[src/rtl/port_ingress_buffer.sv]
// port_ingress_buffer: store-and-forward ingress FIFO that keeps a packet's words only once the whole packet checks out.
// Payload goes in at a speculative pointer and is either committed with a descriptor or rolled back and counted as a drop.
module port_ingress_buffer #(
    parameter int DW        = 16,
    parameter int AW        = 4,
    parameter int PW        = 3,
    parameter int LW        = 9,
    parameter int DEPTH     = 64,
    parameter int PKT_DEPTH = 4,
    parameter int PAUSE_GAP = 8
) (
    input  logic          clk,
    input  logic          rst_n,
    input  logic          wr_sop,
    input  logic          wr_eop,
    input  logic          wr_vld,
    input  logic [DW-1:0] wr_data,
    output logic          pause,
    output logic          pkt_vld,
    output logic [AW-1:0] pkt_dest,
    output logic [PW-1:0] pkt_prio,
    output logic [LW-1:0] pkt_len,
    input  logic          rd_en,
    output logic [DW-1:0] rd_data,
    output logic          rd_vld,
    output logic          rd_last,
    output logic          drop_pulse,
    output logic [15:0]   drop_cnt
);
    localparam int AB   = $clog2(DEPTH);
    localparam int PTRW = AB + 1;
    localparam int DB   = $clog2(PKT_DEPTH);
    localparam int DPW  = DB + 1;
    localparam int CW   = (LW > PTRW) ? LW : PTRW;

    typedef enum logic [1:0] {IDLE, HEADER, PAYLOAD, DROP} state_t;

    state_t state, nxt;

    logic [DW-1:0] mem [DEPTH];
    logic [LW-1:0] d_len  [PKT_DEPTH];
    logic [PW-1:0] d_prio [PKT_DEPTH];
    logic [AW-1:0] d_dest [PKT_DEPTH];

    logic [PTRW-1:0] wp_s, wp_c, rp, occ, free, wp_s_n;
    logic [DPW-1:0]  dwp, drp;
    logic [CW-1:0]   cnt, cnt_n;
    logic [LW-1:0]   len_r, rd_idx;
    logic [PW-1:0]   prio_r;
    logic [AW-1:0]   dest_r;
    logic [LW-1:0]   h_len;
    logic [PW-1:0]   h_prio;
    logic [AW-1:0]   h_dest;
    logic full, dfull, hdr_bad, hdr_ld, wr_ok, commit, drop, rd_fire, last_n, pop;

    assign h_len  = wr_data[DW-1 -: LW];
    assign h_prio = wr_data[DW-LW-1 -: PW];
    assign h_dest = wr_data[DW-LW-PW-1 -: AW];

    assign occ     = wp_s - rp;
    assign free    = PTRW'(DEPTH) - occ;
    assign full    = occ == PTRW'(DEPTH);
    assign dfull   = (dwp - drp) == DPW'(PKT_DEPTH);
    assign hdr_bad = (h_len == '0) || (CW'(h_len) > CW'(DEPTH)) || dfull;

    assign pkt_vld  = dwp != drp;
    assign pkt_len  = pkt_vld ? d_len[drp[DB-1:0]]  : '0;
    assign pkt_prio = pkt_vld ? d_prio[drp[DB-1:0]] : '0;
    assign pkt_dest = pkt_vld ? d_dest[drp[DB-1:0]] : '0;
    assign rd_fire  = rd_en && pkt_vld;
    assign last_n   = rd_idx == pkt_len - LW'(1);
    assign pop      = rd_fire && last_n;

    always_ff @(posedge clk or negedge rst_n) begin
        if (!rst_n) state <= IDLE;
        else        state <= nxt;
    end

    // A fresh sop always wins: it aborts whatever packet is in flight and restarts header capture.
    always_comb begin
        nxt = state;
        case (state)
            IDLE:    nxt = wr_sop ? HEADER : IDLE;
            HEADER:  nxt = wr_sop ? HEADER : !wr_vld ? HEADER : hdr_bad ? DROP : PAYLOAD;
            PAYLOAD: nxt = wr_sop ? HEADER : (wr_vld && full && !wr_eop) ? DROP : wr_eop ? IDLE : PAYLOAD;
            DROP:    nxt = wr_sop ? HEADER : wr_eop ? IDLE : DROP;
            default: nxt = IDLE;
        endcase
    end

    // The eop-cycle word is counted before the length check so a trailing word with eop still commits.
    always_comb begin
        hdr_ld = (state == HEADER) && !wr_sop && wr_vld;
        wr_ok  = (state == PAYLOAD) && !wr_sop && wr_vld && !full;
        cnt_n  = cnt + CW'(wr_ok);
        wp_s_n = wp_s + PTRW'(wr_ok);
        commit = (state == PAYLOAD) && !wr_sop && wr_eop && !(wr_vld && full) && (cnt_n == CW'(len_r));
        drop   = ((state == HEADER) && wr_sop)
              || ((state == PAYLOAD) && (wr_sop || (wr_eop && !commit)))
              || ((state == DROP) && (wr_sop || wr_eop));
    end

    always_ff @(posedge clk) begin
        if (wr_ok) mem[wp_s[AB-1:0]] <= wr_data;
        if (commit) begin
            d_len[dwp[DB-1:0]]  <= len_r;
            d_prio[dwp[DB-1:0]] <= prio_r;
            d_dest[dwp[DB-1:0]] <= dest_r;
        end
    end

    always_ff @(posedge clk or negedge rst_n) begin
        if (!rst_n) begin
            wp_s       <= '0;
            wp_c       <= '0;
            rp         <= '0;
            dwp        <= '0;
            drp        <= '0;
            cnt        <= '0;
            len_r      <= '0;
            prio_r     <= '0;
            dest_r     <= '0;
            rd_idx     <= '0;
            rd_data    <= '0;
            rd_vld     <= 1'b0;
            rd_last    <= 1'b0;
            pause      <= 1'b0;
            drop_pulse <= 1'b0;
            drop_cnt   <= '0;
        end else begin
            wp_s       <= drop ? wp_c : wp_s_n;
            wp_c       <= commit ? wp_s_n : wp_c;
            rp         <= rp + PTRW'(rd_fire);
            dwp        <= dwp + DPW'(commit);
            drp        <= drp + DPW'(pop);
            cnt        <= (state == PAYLOAD && nxt == PAYLOAD) ? cnt_n : '0;
            len_r      <= hdr_ld ? h_len : len_r;
            prio_r     <= hdr_ld ? h_prio : prio_r;
            dest_r     <= hdr_ld ? h_dest : dest_r;
            rd_idx     <= !rd_fire ? rd_idx : last_n ? '0 : rd_idx + LW'(1);
            rd_data    <= rd_fire ? mem[rp[AB-1:0]] : rd_data;
            rd_vld     <= rd_fire;
            rd_last    <= pop;
            pause      <= (int'(free) < PAUSE_GAP) || dfull;
            drop_pulse <= drop;
            drop_cnt   <= (drop && drop_cnt != 16'hFFFF) ? drop_cnt + 16'd1 : drop_cnt;
        end
    end
endmodule

[config.mk]
export PLATFORM = sky130hd
export DESIGN_NAME = port_ingress_buffer
export DESIGN_NICKNAME = d
export VERILOG_FILES = /design/src/rtl/port_ingress_buffer.sv
export SDC_FILE = /design/constraint.sdc
export NUM_CORES = 1
export LEC_CHECK = 0
export ABC_AREA = 1
export CORE_UTILIZATION = 25
export CTS_CLUSTER_SIZE = 8
export DETAILED_ROUTE_END_ITERATION = 7
export PLACE_DENSITY = 0.45
export SYNTH_ARGS = -nofsm -noshare
export SYNTH_HDL_FRONTEND = slang
export SYNTH_SLANG_ARGS = --single-unit
[constraint.sdc]
create_clock -name clk -period 9.73 [get_ports clk]
set_clock_uncertainty 0.1 [all_clocks]
set_input_delay 1.946 -clock clk [delete_from_list [all_inputs] [get_ports clk]]
set_output_delay 1.946 -clock clk [all_outputs]
set_load 0.02 [all_outputs]
==> results of run 1 <==
==> power groups by stage <==
stage	combinational [mW]	sequential, mW	clock [mW]
final	0.890	5.71	5.46
after global routing	0.969	5.72	5.78
after CTS	0.898	5.71	5.59
after detailed placement	0.896	5.81	0
after global placement	0.895	5.81	0
after floorplan	0.479	5.78	0
==> cells by family (layout without fill, tap and decap cells) <==
group / count (synthesis) / after routing / share of synthesized area (%)
mux: 71 / 71 / 1.49
simple gates: 1318 / 1318 / 11.1
fa+ha+maj: 23 / 23 / 0.610
xor+xnor: 39 / 39 / 0.734
compound gates: 863 / 863 / 10.2
other cells: 0 / 1 / 0
flops: 1187 / 1187 / 72.6
buf+inv: 356 / 553 / 3.33
==> how the worst max path moves through the flow <==
stage	endpoint	depth (start not counted)	slack, ps
after global routing	d_dest[3][0]$_DFFE_PP_	23	3070
after detailed placement	d_prio[3][1]$_DFFE_PP_	19	3600
after CTS	d_dest[3][0]$_DFFE_PP_	19	3590
final	d_dest[3][0]$_DFFE_PP_	19	3570
after floorplan	d_dest[0][0]$_DFFE_PP_	15	4350
after global placement	d_dest[3][0]$_DFFE_PP_	18	3670
==> per-stage QoR <==
step	std cells	utilization (%)	power, mW	hold WS, ps	area, um2
3_3_place_gp	6323	27.0	6.70	368	52000
5_1_grt	6581	29.5	12.5	419	56900
2_1_floorplan	3857	-	6.26	353	48400
4_1_cts	6580	29.5	12.2	391	56900
6_report	6581	29.5	12.1	385	56900
3_5_place_dp	6323	27.0	6.71	378	52000
==> worst max-delay path, stage by stage (launching register included) <==
cell and delay [ps]:
dfrtp_1 690, clkinv_1 840, ha_1 660, a21oi_1 230, nand3_1 110, nand2_1 90
nand2_1 90, nand3_1 110, nand2_1 100, inv_1 160, ha_1 170, ha_1 160
nand2_1 120, nor2_4 140, nand2_2 90, nor2_4 110, xnor3_1 220, nor2_1 120
nand3_2 380, nor3_2 1070
==> placed cells by master, fill, tap and decap left out, types with 6 or more instances in the layout <==
cell             synthesis  final
o21ai_0                442    442
clkbuf_1               126     70
dfrtp_1                 99     95
o21ai_1                 47     47
clkbuf_16                0    169
o22ai_1                111    111
nand2_2                 24     25
mux2i_1                 64     64
clkinv_16                0      9
mux2_2                   7      7
buf_4                   25     93
o211ai_1                88     88
inv_1                  116    116
nor2_2                  10     35
a21oi_1                 98     98
o221ai_1                59     59
nor2_4                   5      6
ha_1                    22     22
clkdlybuf4s50_1          0     57
xor2_1                  29     29
nor2_1                 589    563
buf_2                   54     16
nand3b_1                 7      7
xnor2_1                  9      9
nand3_1                133    133
a31oi_1                 14     14
nand4_1                 11     11
nand2_1                515    514
edfxtp_1              1088   1088
==> synthesized netlist by cell type, drive strengths merged <==
cell type	n
clkinv	4
nand3b	7
o22ai	111
o221ai	59
nand3	137
mux2	7
nor3	9
nand4	12
buf	102
clkbuf	126
fa	1
xnor3	1
o31ai	1
a31oi	14
nor3b	1
edfxtp	1088
o21ai	489
ha	22
nand2	541
o21bai	1
nor4	3
inv	124
nor2	604
a31o	1
o2111ai	1
xor2	29
or2	4
o211ai	88
dfrtp	99
xnor2	9
a21oi	98
mux2i	64
==> per-layer routing <==
metal,global-route usage [%],up-vias
met5,0,-
met4,5.04,6
met3,2.93,196
met2,22.6,834
met1,20.7,15300
li1,-,14200
==> flip-flops by register name (all words and copies together), names as in the netlist, 9 cells and up <==
signal,cells
d_prio,12
drop_cnt,16
d_len,36
rd_data,16
mem,1024
rd_idx,9
d_dest,16
len_r,9
cnt,9
==> cell type report <==
class | instances | area, um2 | share of cell area (%)
Sequential cell | 1187 | 35200 | 61.8
Multi-Input combinational cell | 2314 | 11800 | 20.7
Clock buffer | 240 | 4510 | 7.92
Tap cell | 2526 | 3160 | 5.56
Timing Repair Buffer | 168 | 1390 | 2.44
Inverter | 128 | 503 | 0.884
Clock inverter | 17 | 395 | 0.695
Antenna cell | 1 | 2.50 | 0.00440
==> metrics.log, run 1 <==
INFO  metric p_sw = 2.96 mW
INFO  metric drcViolationCount = 0
INFO  metric ir_worst_vdd = 0.146 mV
INFO  metric antenna_left = 0
INFO  metric mappedNetlistArea = 48400 um2
INFO  metric cts-buffers-inserted = 168
INFO  metric clock_tree_from_tritoncts = built
INFO  metric worst-endpoint-arrival = 6450 ps
INFO  metric clock_latency = 810 ps
INFO  metric finalCritPeriodShare = 63.3%
INFO  metric wl_per_cell = 22.3 um
INFO  metric grt_setup_unrepaired = false
INFO  metric slew_headroom = 17.7%
INFO  metric area_growth = 17.4%
INFO  metric endpoint_kind = flop
INFO  metric min_from = wp_c[0]$_DFFE_PN0P_
INFO  metric grt-ovfl-total = 0
INFO  metric total_leakage_power = 19.6 nW
INFO  metric synth_cell_types = 44
INFO  metric netlist_instances = 3857
INFO  metric ys_seq_area_share = 72.6%
INFO  metric floorplan.initialDensity = 25.2%
INFO  metric die_area = 196000 um2
INFO  metric via_count_of_the_first_global_routing_pass = 29800
INFO  metric setup.worst_path.start = rp[4]$_DFF_PN0_
INFO  metric synth_seq_cells = 1187
INFO  metric outcome = finished, final reports clean
INFO  metric reg_to_reg_critical_path_startpoint = rp[4]$_DFF_PN0_
INFO  metric comb_power_share = 7.4%
INFO  metric internal_power = 9.10 mW
INFO  metric fp-row-count = 161
INFO  metric critical_path.reg2reg.endpoint = d_dest[3][0]$_DFFE_PP_
INFO  metric crit_type = flop to flop
INFO  metric port-buffer-count = 74
INFO  metric ff2ff_setup_slack = 3570 ps
INFO  metric clk_root_buffer_cell = clkbuf_16
INFO  metric cts-hold-fix-buffers = 0
INFO  metric pin_count = 75
INFO  metric hpwlAfterDp = 83500 um
INFO  metric min_path_cells = 2
INFO  metric fmax_achieved = 162 MHz
INFO  metric fillCellCount = 19600
INFO  metric cts.clk_slew.worst_paths = 50 ps
INFO  metric yosysWarningCount = 0
INFO  metric power_per_unit_of_standard_cell_area = 212 nW/um2
INFO  metric netSwitchingFraction = 24.6%
INFO  metric maxUsedRoutingLayer = met5
INFO  metric antenna_violations_before_repair = 14
INFO  metric period_minus_slack = 6160 ps
INFO  metric clock_share_of_power = 45.3%
INFO  metric synth.avg_cell_area = 12.6 um2
INFO  metric setup-tns-final = 0 ps
INFO  metric drt-initial-drc-count = 2618
INFO  metric buffers_inserted_by_post_cts_timing_repair = 0
INFO  metric place_ws = 3600 ps
INFO  metric synth_area_leaders = edfxtp_1, dfrtp_1, o21ai_0
INFO  metric detailedRoute.firstPassIterationCount = 6
INFO  metric setup_slack = 3570 ps
INFO  metric max_slew.worst_pin.slew = 1230 ps
INFO  metric met3WireLength = 8510 um
INFO  metric core_area = 193000 um2
INFO  metric maximum_number_of_pins_on_one_net_before_global_route_repair = 172
INFO  metric rr_worst_depth = 19
INFO  metric wirelength = 147000 um
INFO  metric globalRouteTotalUtil = 14.7%
INFO  metric die_height = 442 um
INFO  metric h-tree-depth = 4
INFO  metric dr_total_vias = 30600
INFO  metric vias_per_cell = 4.64
INFO  metric synth_fp_nets = 3902
INFO  metric routability_congestion = 0.823
INFO  metric detail_route.wirelength.met1 = 68100 um
INFO  metric timing.final.hold_violations = 0
INFO  metric grt_first_pass_wirelength = 212000 um
INFO  metric cts_buffer_depth = 3
INFO  metric setup_violations = 0
INFO  metric seqPwrFrac = 47.3%
INFO  metric max_cap_violations = 0
INFO  metric synth_area_leader_cell = edfxtp_1
INFO  metric min_delay_worst_endpoint = wp_c[0]$_DFFE_PN0P_
INFO  metric nets = 4012
INFO  metric drive_above_1_share = 9.89%
INFO  metric die_width = 442 um
INFO  metric cts_sinks = 1187
INFO  metric crit_path_start_kind = flop
INFO  metric crit_path_max_fanout = 20
INFO  metric worstPathRequired = 10020 ps
INFO  metric dr_wl_met2 = 65800 um
INFO  metric synth_top_area_share = 67.4%
INFO  metric min_path_type = flop to flop
INFO  metric final-max-slew-violation-count = 0
INFO  metric ctsResizeCount = 0
(Power assumes the default switching activity.)
==> run 2, diff against run 1 <==
clock period = 5.81 ns   (was 9.73 ns; I/O delays follow)
==> metrics.log, run 2 (synthesis results as in run 1) <==
INFO  metric cts_buffer_depth = 3 (unchanged)
INFO  metric grt-ovfl-total = 0 (unchanged)
INFO  metric antenna_left = 0 (unchanged)
INFO  metric ff2ff_setup_slack = 1150 ps (-2420 ps)
INFO  metric antenna_violations_before_repair = 12 (-2)
INFO  metric cts.clk_slew.worst_paths = 60 ps (about the same)
INFO  metric grt.busiest_layer = met2
INFO  metric area_growth = 17.8%
INFO  metric min_path_type = input port to asynchronous set/reset pin
INFO  metric crit_path_max_fanout = 18 (-10%)
INFO  metric worstPathCellList = inv_4 > ha_1 > nand2_1 > nor2_2 > a21oi_1 > clkdlybuf4s50_1
INFO  metric cts-hold-fix-buffers = 0 (unchanged)
INFO  metric mostFrequentLayoutCells = edfxtp_1, nor2_1, nand2_1
INFO  metric ir_worst_vdd = 0.189 mV (+29%)
INFO  metric endpoint_kind = output pin
INFO  metric fp-row-count = 161 (unchanged)
INFO  metric grtUsageMet3 = 3.42% (+0.49 points)
INFO  metric use_met1 = 20.4% (-0.22 points)
INFO  metric h-tree-depth = 4 (unchanged)
INFO  metric drcViolationCount = 0 (unchanged)
INFO  metric buffers_inserted_by_post_cts_timing_repair = 0 (unchanged)
INFO  metric setup.worst_path.start = drp[1]$_DFF_PN0_
INFO  metric critical_path.reg2reg.endpoint = d_dest[2][2]$_DFFE_PP_
INFO  metric globalRouteTotalUtil = 14.9% (+0.20 points)
INFO  metric critical_path.n_buffers_inverters = 2 (unchanged)
INFO  metric period_minus_slack = 4850 ps
INFO  metric core_area = 193000 um2 (unchanged)
INFO  metric outcome = finished, final reports clean
INFO  metric detailedRoute.firstPassIterationCount = 5 (-1)
INFO  metric max_slew.worst_pin.slew = 1380 ps (+153 ps)
INFO  metric drive_above_1_share = 10.7% (+0.84 points)
INFO  metric dr_total_vias = 30900 (+0.98%)
INFO  metric crit_slowest_cell = dfrtp_1
INFO  metric finalCritPeriodShare = 83.4%
INFO  metric flip_flop_count_of_the_largest_register_all_copies_and_words_added = 1024 (unchanged)
INFO  metric setup-tns-final = 0 ps (unchanged)
INFO  metric fmax_achieved = 206 MHz
INFO  metric fillCellCount = 19600 (-0.21%)
INFO  metric slew_headroom = 7.60% (-10 points)
INFO  metric worstPathRequired = 4550 ps (-5470 ps)
INFO  metric crit_type = flop to output pin
INFO  metric globalRouteMet2Util = 23.2% (+0.63 points)
INFO  metric wirelength = 148000 um (+1.0%)
INFO  metric grt_setup_unrepaired = false
INFO  metric routability_congestion = 0.778 (-5.4%)
INFO  metric die_area = 196000 um2 (unchanged)
INFO  metric setup_violations = 0 (unchanged)
INFO  metric nets = 4053 (+1.0%)
INFO  metric wl_per_cell = 22.4 um (+0.53%)
INFO  metric critPathMaxStageDelay = 790 ps (-280 ps)
INFO  metric floorplan.initialDensity = 25.2% (unchanged)
INFO  metric critical_path_depth = 6 (-13)
INFO  metric rr_worst_depth = 21 (+2)
INFO  metric reg_to_reg_critical_path_startpoint = rp[0]$_DFF_PN0_
INFO  metric total_leakage_power = 19.7 nW (+0.89%)
INFO  metric cts-buffers-inserted = 167 (-0.60%)
INFO  metric pin_count = 75 (unchanged)
INFO  metric timing.critical_path.max_delay_family = buffers and inverters
INFO  metric final.hold.worst_slack = 292 ps (-92.5 ps)
INFO  metric critical_path.endpoint = pkt_dest[1]
INFO  metric drt-initial-drc-count = 2545 (-2.8%)
INFO  metric ctsResizeCount = 0 (unchanged)
INFO  metric grt_first_pass_wirelength = 216000 um (+1.5%)
INFO  metric timing.final.hold_violations = 0 (unchanged)
INFO  metric max_cap_violations = 0 (unchanged)
INFO  metric crit_path_start_kind = flop
INFO  metric clock_latency = 790 ps (-20 ps)
INFO  metric final-max-slew-violation-count = 0 (unchanged)
INFO  metric clk_root_buffer_cell = clkbuf_16
INFO  metric maximum_number_of_pins_on_one_net_before_global_route_repair = 137 (-20%)
INFO  metric hpwlAfterDp = 84900 um (+1.7%)
INFO  metric vias_per_cell = 4.67 (+0.48%)
INFO  metric layout_commonest_cell = edfxtp_1
INFO  metric die_width = 442 um (unchanged)
INFO  metric worst-endpoint-arrival = 3580 ps (-2870 ps)
INFO  metric power_per_unit_of_standard_cell_area = 350 nW/um2 (+65%)
INFO  metric via_count_of_the_first_global_routing_pass = 30500 (+2.3%)
INFO  metric port-buffer-count = 74 (unchanged)
INFO  metric cts_sinks = 1187 (unchanged)
INFO  metric clock_tree_from_tritoncts = built
INFO  metric die_height = 442 um (unchanged)
==> run 2: changes by cell type in the layout (fill, tap and decap cells not counted), sizes merged <==
cell	before	now
inv	129	130
clkbuf	240	231
bufinv	1	0
clkinv	15	10
diode	1	6
buf	111	153
==> run 2: metal layers <==
metal,wire length (um),up-vias,part of all wire [%]
li1,-,14200,-
met1,67900,15600,46
met2,67300,791,45
met3,8770,209,5.9
met4,4060,12,2.7
met5,173,-,0.12
==> run 2: how the worst min path moves through the flow <==
stage                                   start                       to  depth (start not counted)
after global routing                    rst_n  drop_cnt[8]$_DFFE_PN0P_                          1
after detailed placement  wp_c[0]$_DFFE_PN0P_      wp_c[0]$_DFFE_PN0P_                          2
after CTS                               rst_n         drp[0]$_DFF_PN0_                          1
final                                   rst_n  drop_cnt[8]$_DFFE_PN0P_                          1
after global placement    wp_c[6]$_DFFE_PN0P_      wp_c[6]$_DFFE_PN0P_                          2
after floorplan           wp_c[0]$_DFFE_PN0P_      wp_c[0]$_DFFE_PN0P_                          2
==> run 2: area by class of cell <==
cell class,instances,area [um2],area share (%)
timing repair buffer,210,1750,3.07
clock inverter,12,219,0.384
multi-input combinational,2314,11800,20.6
clock buffer,231,4500,7.89
inverter,128,503,0.881
tap,2526,3160,5.54
antenna,6,15.0,0.0263
sequential,1187,35200,61.6
==> run 2: power by group <==
part / total (mW) / switching, mW / internal, mW
logic: 1.46 / 1.06 / 0.407
clock network: 8.94 / 3.61 / 5.33
registers: 9.57 / 0.133 / 9.43
total: 20.0 / 4.80 / 15.2
==> run 2: worst register-to-register path, cell delays in order (launching register included) <==
cell	delay [ps]
dfrtp_4	550
ha_1	250
fa_1	420
nand3b_1	170
nand2_1	110
xor2_1	210
nor2_2	70
nand3_1	90
nand2_1	100
inv_1	150
ha_1	180
ha_1	160
nand2_1	110
nor2_4	130
nand2_2	90
nor2_4	110
xnor3_1	220
nor2_1	130
nand3_2	80
buf_4	210
nor3_2	430
buf_4	290
==> run 2: metrics by stage <==
stage	setup slack [ps]	std cells	power (mW)	cell area (um2)	utilization [%]
6_report	964	6614	20.0	57100	29.6
5_1_grt	684	6610	20.7	57100	29.6
4_1_cts	798	6608	20.2	57100	29.6
3_5_place_dp	1050	6365	11.2	52400	27.2
3_3_place_gp	1070	6365	11.2	52400	27.2
2_1_floorplan	640	3857	10.5	48400	-
==> run 3, diff against run 2 <==
clock period = 5 ns   (was 5.81 ns; I/O delays follow)
==> metrics.log, run 3 (synthesis results as in run 1) <==
INFO  metric grt_setup_unrepaired = false
INFO  metric post-route-cell-area = 57400 um2 (+0.51%)
INFO  metric clock_tree_from_tritoncts = built
INFO  metric ff2ff_setup_slack = 550 ps (-600 ps)
INFO  metric hpwlAfterDp = 85200 um (+0.29%)
INFO  metric final-max-slew-violation-count = 0 (unchanged)
INFO  metric core_area = 193000 um2 (unchanged)
INFO  metric critical_path.reg2reg.endpoint = drop_cnt[15]$_DFFE_PN0P_
INFO  metric outcome = finished, final reports clean
INFO  metric cts-hold-fix-buffers = 0 (unchanged)
INFO  metric drt-initial-drc-count = 2654 (+4.3%)
INFO  metric area_growth = 18.4%
INFO  metric cts-buffers-inserted = 168 (+0.60%)
INFO  metric grt_first_pass_wirelength = 215000 um (-0.14%)
INFO  metric detailedRoute.firstPassIterationCount = 5 (unchanged)
INFO  metric crit_slowest_cell = dfrtp_4
INFO  metric finalCritPeriodShare = 88.9%
INFO  metric cts_buffer_depth = 3 (unchanged)
INFO  metric total_leakage_power = 19.9 nW (+0.75%)
INFO  metric crit_path_start_kind = flop
INFO  metric endpoint_kind = flop
INFO  metric worst_path_most_repeated_cell = nand2_1
INFO  metric period_minus_slack = 4450 ps
INFO  metric max_slew.worst_pin.slew = 1230 ps (-151 ps)
INFO  metric dr_total_vias = 31100 (+0.80%)
INFO  metric maximum_number_of_pins_on_one_net_before_global_route_repair = 174 (+27%)
INFO  metric max_cap_violations = 0 (unchanged)
INFO  metric rr_worst_depth = 27 (+29%)
INFO  metric ctsResizeCount = 0 (unchanged)
INFO  metric h-tree-depth = 4 (unchanged)
INFO  metric globalRouteTotalUtil = 14.9% (about the same)
INFO  metric power_per_unit_of_standard_cell_area = 408 nW/um2 (+17%)
INFO  metric reg_to_reg_critical_path_startpoint = rp[0]$_DFF_PN0_
INFO  metric clock_latency = 790 ps (about the same)
INFO  metric routability_congestion = 0.784 (+0.71%)
INFO  metric worst-endpoint-arrival = 5050 ps (+1470 ps)
INFO  metric drive_above_1_share = 11.0% (+0.27 points)
INFO  metric fp-row-count = 161 (unchanged)
INFO  metric internal_power = 17.8 mW (+17%)
INFO  metric die_width = 442 um (unchanged)
INFO  metric critPathMaxStageDelay = 480 ps (-310 ps)
INFO  metric slew_headroom = 18.0% (+10 points)
INFO  metric fmax_achieved = 225 MHz
INFO  metric ir_worst_vdd = 0.269 mV (+43%)
INFO  metric min_path_type = input port to asynchronous set/reset pin
INFO  metric wirelength = 148000 um (about the same)
INFO  metric pin_count = 75 (unchanged)
INFO  metric nets = 4065 (+0.30%)
INFO  metric timing.final.hold_violations = 0 (unchanged)
INFO  metric flip_flop_count_of_the_largest_register_all_copies_and_words_added = 1024 (unchanged)
INFO  metric seqPwrFrac = 47.4% (-0.5 points)
INFO  metric die_area = 196000 um2 (unchanged)
INFO  metric buffers_inserted_by_post_cts_timing_repair = 0 (unchanged)
INFO  metric clk_root_buffer_cell = clkbuf_16
INFO  metric final.hold.worst_slack = 132 ps (-161 ps)
INFO  metric die_height = 442 um (unchanged)
INFO  metric layout_commonest_cell = edfxtp_1
INFO  metric grt-ovfl-total = 0 (unchanged)
INFO  metric cts.clk_slew.worst_paths = 50 ps (about the same)
INFO  metric netSwitchingFraction = 23.9% (-0.19 points)
INFO  metric wl_per_cell = 22.3 um (-0.28%)
INFO  metric vias_per_cell = 4.69 (+0.45%)
INFO  metric crit_type = flop to flop
INFO  metric cts_sinks = 1187 (unchanged)
INFO  metric postPlaceCellArea = 52500 um2 (+0.28%)
INFO  metric fin_total_pwr = 23.4 mW (+17%)
INFO  metric mostFrequentLayoutCells = edfxtp_1, nor2_1, nand2_1
INFO  metric port-buffer-count = 74 (unchanged)
INFO  metric comb_power_share = 7.1% (-0.2 points)
INFO  metric crit_path_max_fanout = 37 (+19)
INFO  metric via_count_of_the_first_global_routing_pass = 29900 (-1.9%)
INFO  metric p_sw = 5.59 mW (+16%)
INFO  metric clock_share_of_power = 45.5% (+0.7 points)
INFO  metric floorplan.initialDensity = 25.2% (unchanged)
INFO  metric setup_slack = 555 ps (-409 ps)
INFO  metric drcViolationCount = 0 (unchanged)
INFO  metric worstPathRequired = 5610 ps (+1060 ps)
INFO  metric place_ws = 320 ps (-725 ps)
INFO  metric antenna_violations_before_repair = 12 (unchanged)
INFO  metric setup_violations = 0 (unchanged)
INFO  metric antenna_left = 0 (unchanged)
-- run 3: how the worst max path moves through the flow --
stage / cells past startpoint / start / endpoint / slack, ps
final: 27 / rp[0]$_DFF_PN0_ / drop_cnt[15]$_DFFE_PN0P_ / 550
after CTS: 27 / rp[0]$_DFF_PN0_ / drop_cnt[15]$_DFFE_PN0P_ / 320
after global placement: 22 / wr_vld / drop_cnt[15]$_DFFE_PN0P_ / 400
after floorplan: 29 / rp[2]$_DFF_PN0_ / d_dest[0][0]$_DFFE_PP_ / -170
after global routing: 28 / wp_s[0]$_DFF_PN0_ / drop_cnt[7]$_DFFE_PN0P_ / 4
after detailed placement: 22 / wr_vld / drop_cnt[15]$_DFFE_PN0P_ / 320
-- run 3: layout make-up --
| class | instances | area, um2 |
|---|---|---|
| Antenna cell | 3 | 7.51 |
| Sequential cell | 1187 | 35200 |
| Fill cell | 19400 | 135000 |
| Inverter | 128 | 503 |
| Clock inverter | 13 | 273 |
| Multi-Input combinational cell | 2314 | 11800 |
| Timing Repair Buffer | 221 | 1900 |
| Clock buffer | 245 | 4590 |
| Tap cell | 2526 | 3160 |
-- run 3: per-layer routing --
layer / up-vias / share of wire, % / GRT usage [%]
li1: 14300 / - / -
met1: 15700 / 46 / 21.2
met2: 856 / 45 / 22.7
met3: 223 / 6.2 / 3.01
met4: 4 / 2.8 / 4.81
met5: - / 0.014 / 0
-- run 3: power by group through the flow --
stage / clock (mW) / sequential [mW] / combinational [mW]
after detailed placement: 0 / 11.3 / 1.68
after global routing: 11.3 / 11.1 / 1.83
after floorplan: 0 / 11.2 / 0.932
after global placement: 0 / 11.3 / 1.68
final: 10.6 / 11.1 / 1.66
after CTS: 10.9 / 11.1 / 1.69
-- run 3: critical path: cells and delay by family (launching register included) --
kind	cells	cell delay, ps
adders and majority gates	4	940
xor gates and xnor gates	1	220
and+or+nand+nor	20	2360
buffers and inverters	2	210
DFF	1	480
-- run 3: per-stage QoR --
stage	setup TNS, ps	util [%]	instances
2_1_floorplan	-10880	-	3857
6_report	0	29.8	6637
3_5_place_dp	0	27.3	6376
5_1_grt	0	29.8	6635
4_1_cts	0	29.8	6634
3_3_place_gp	0	27.3	6376
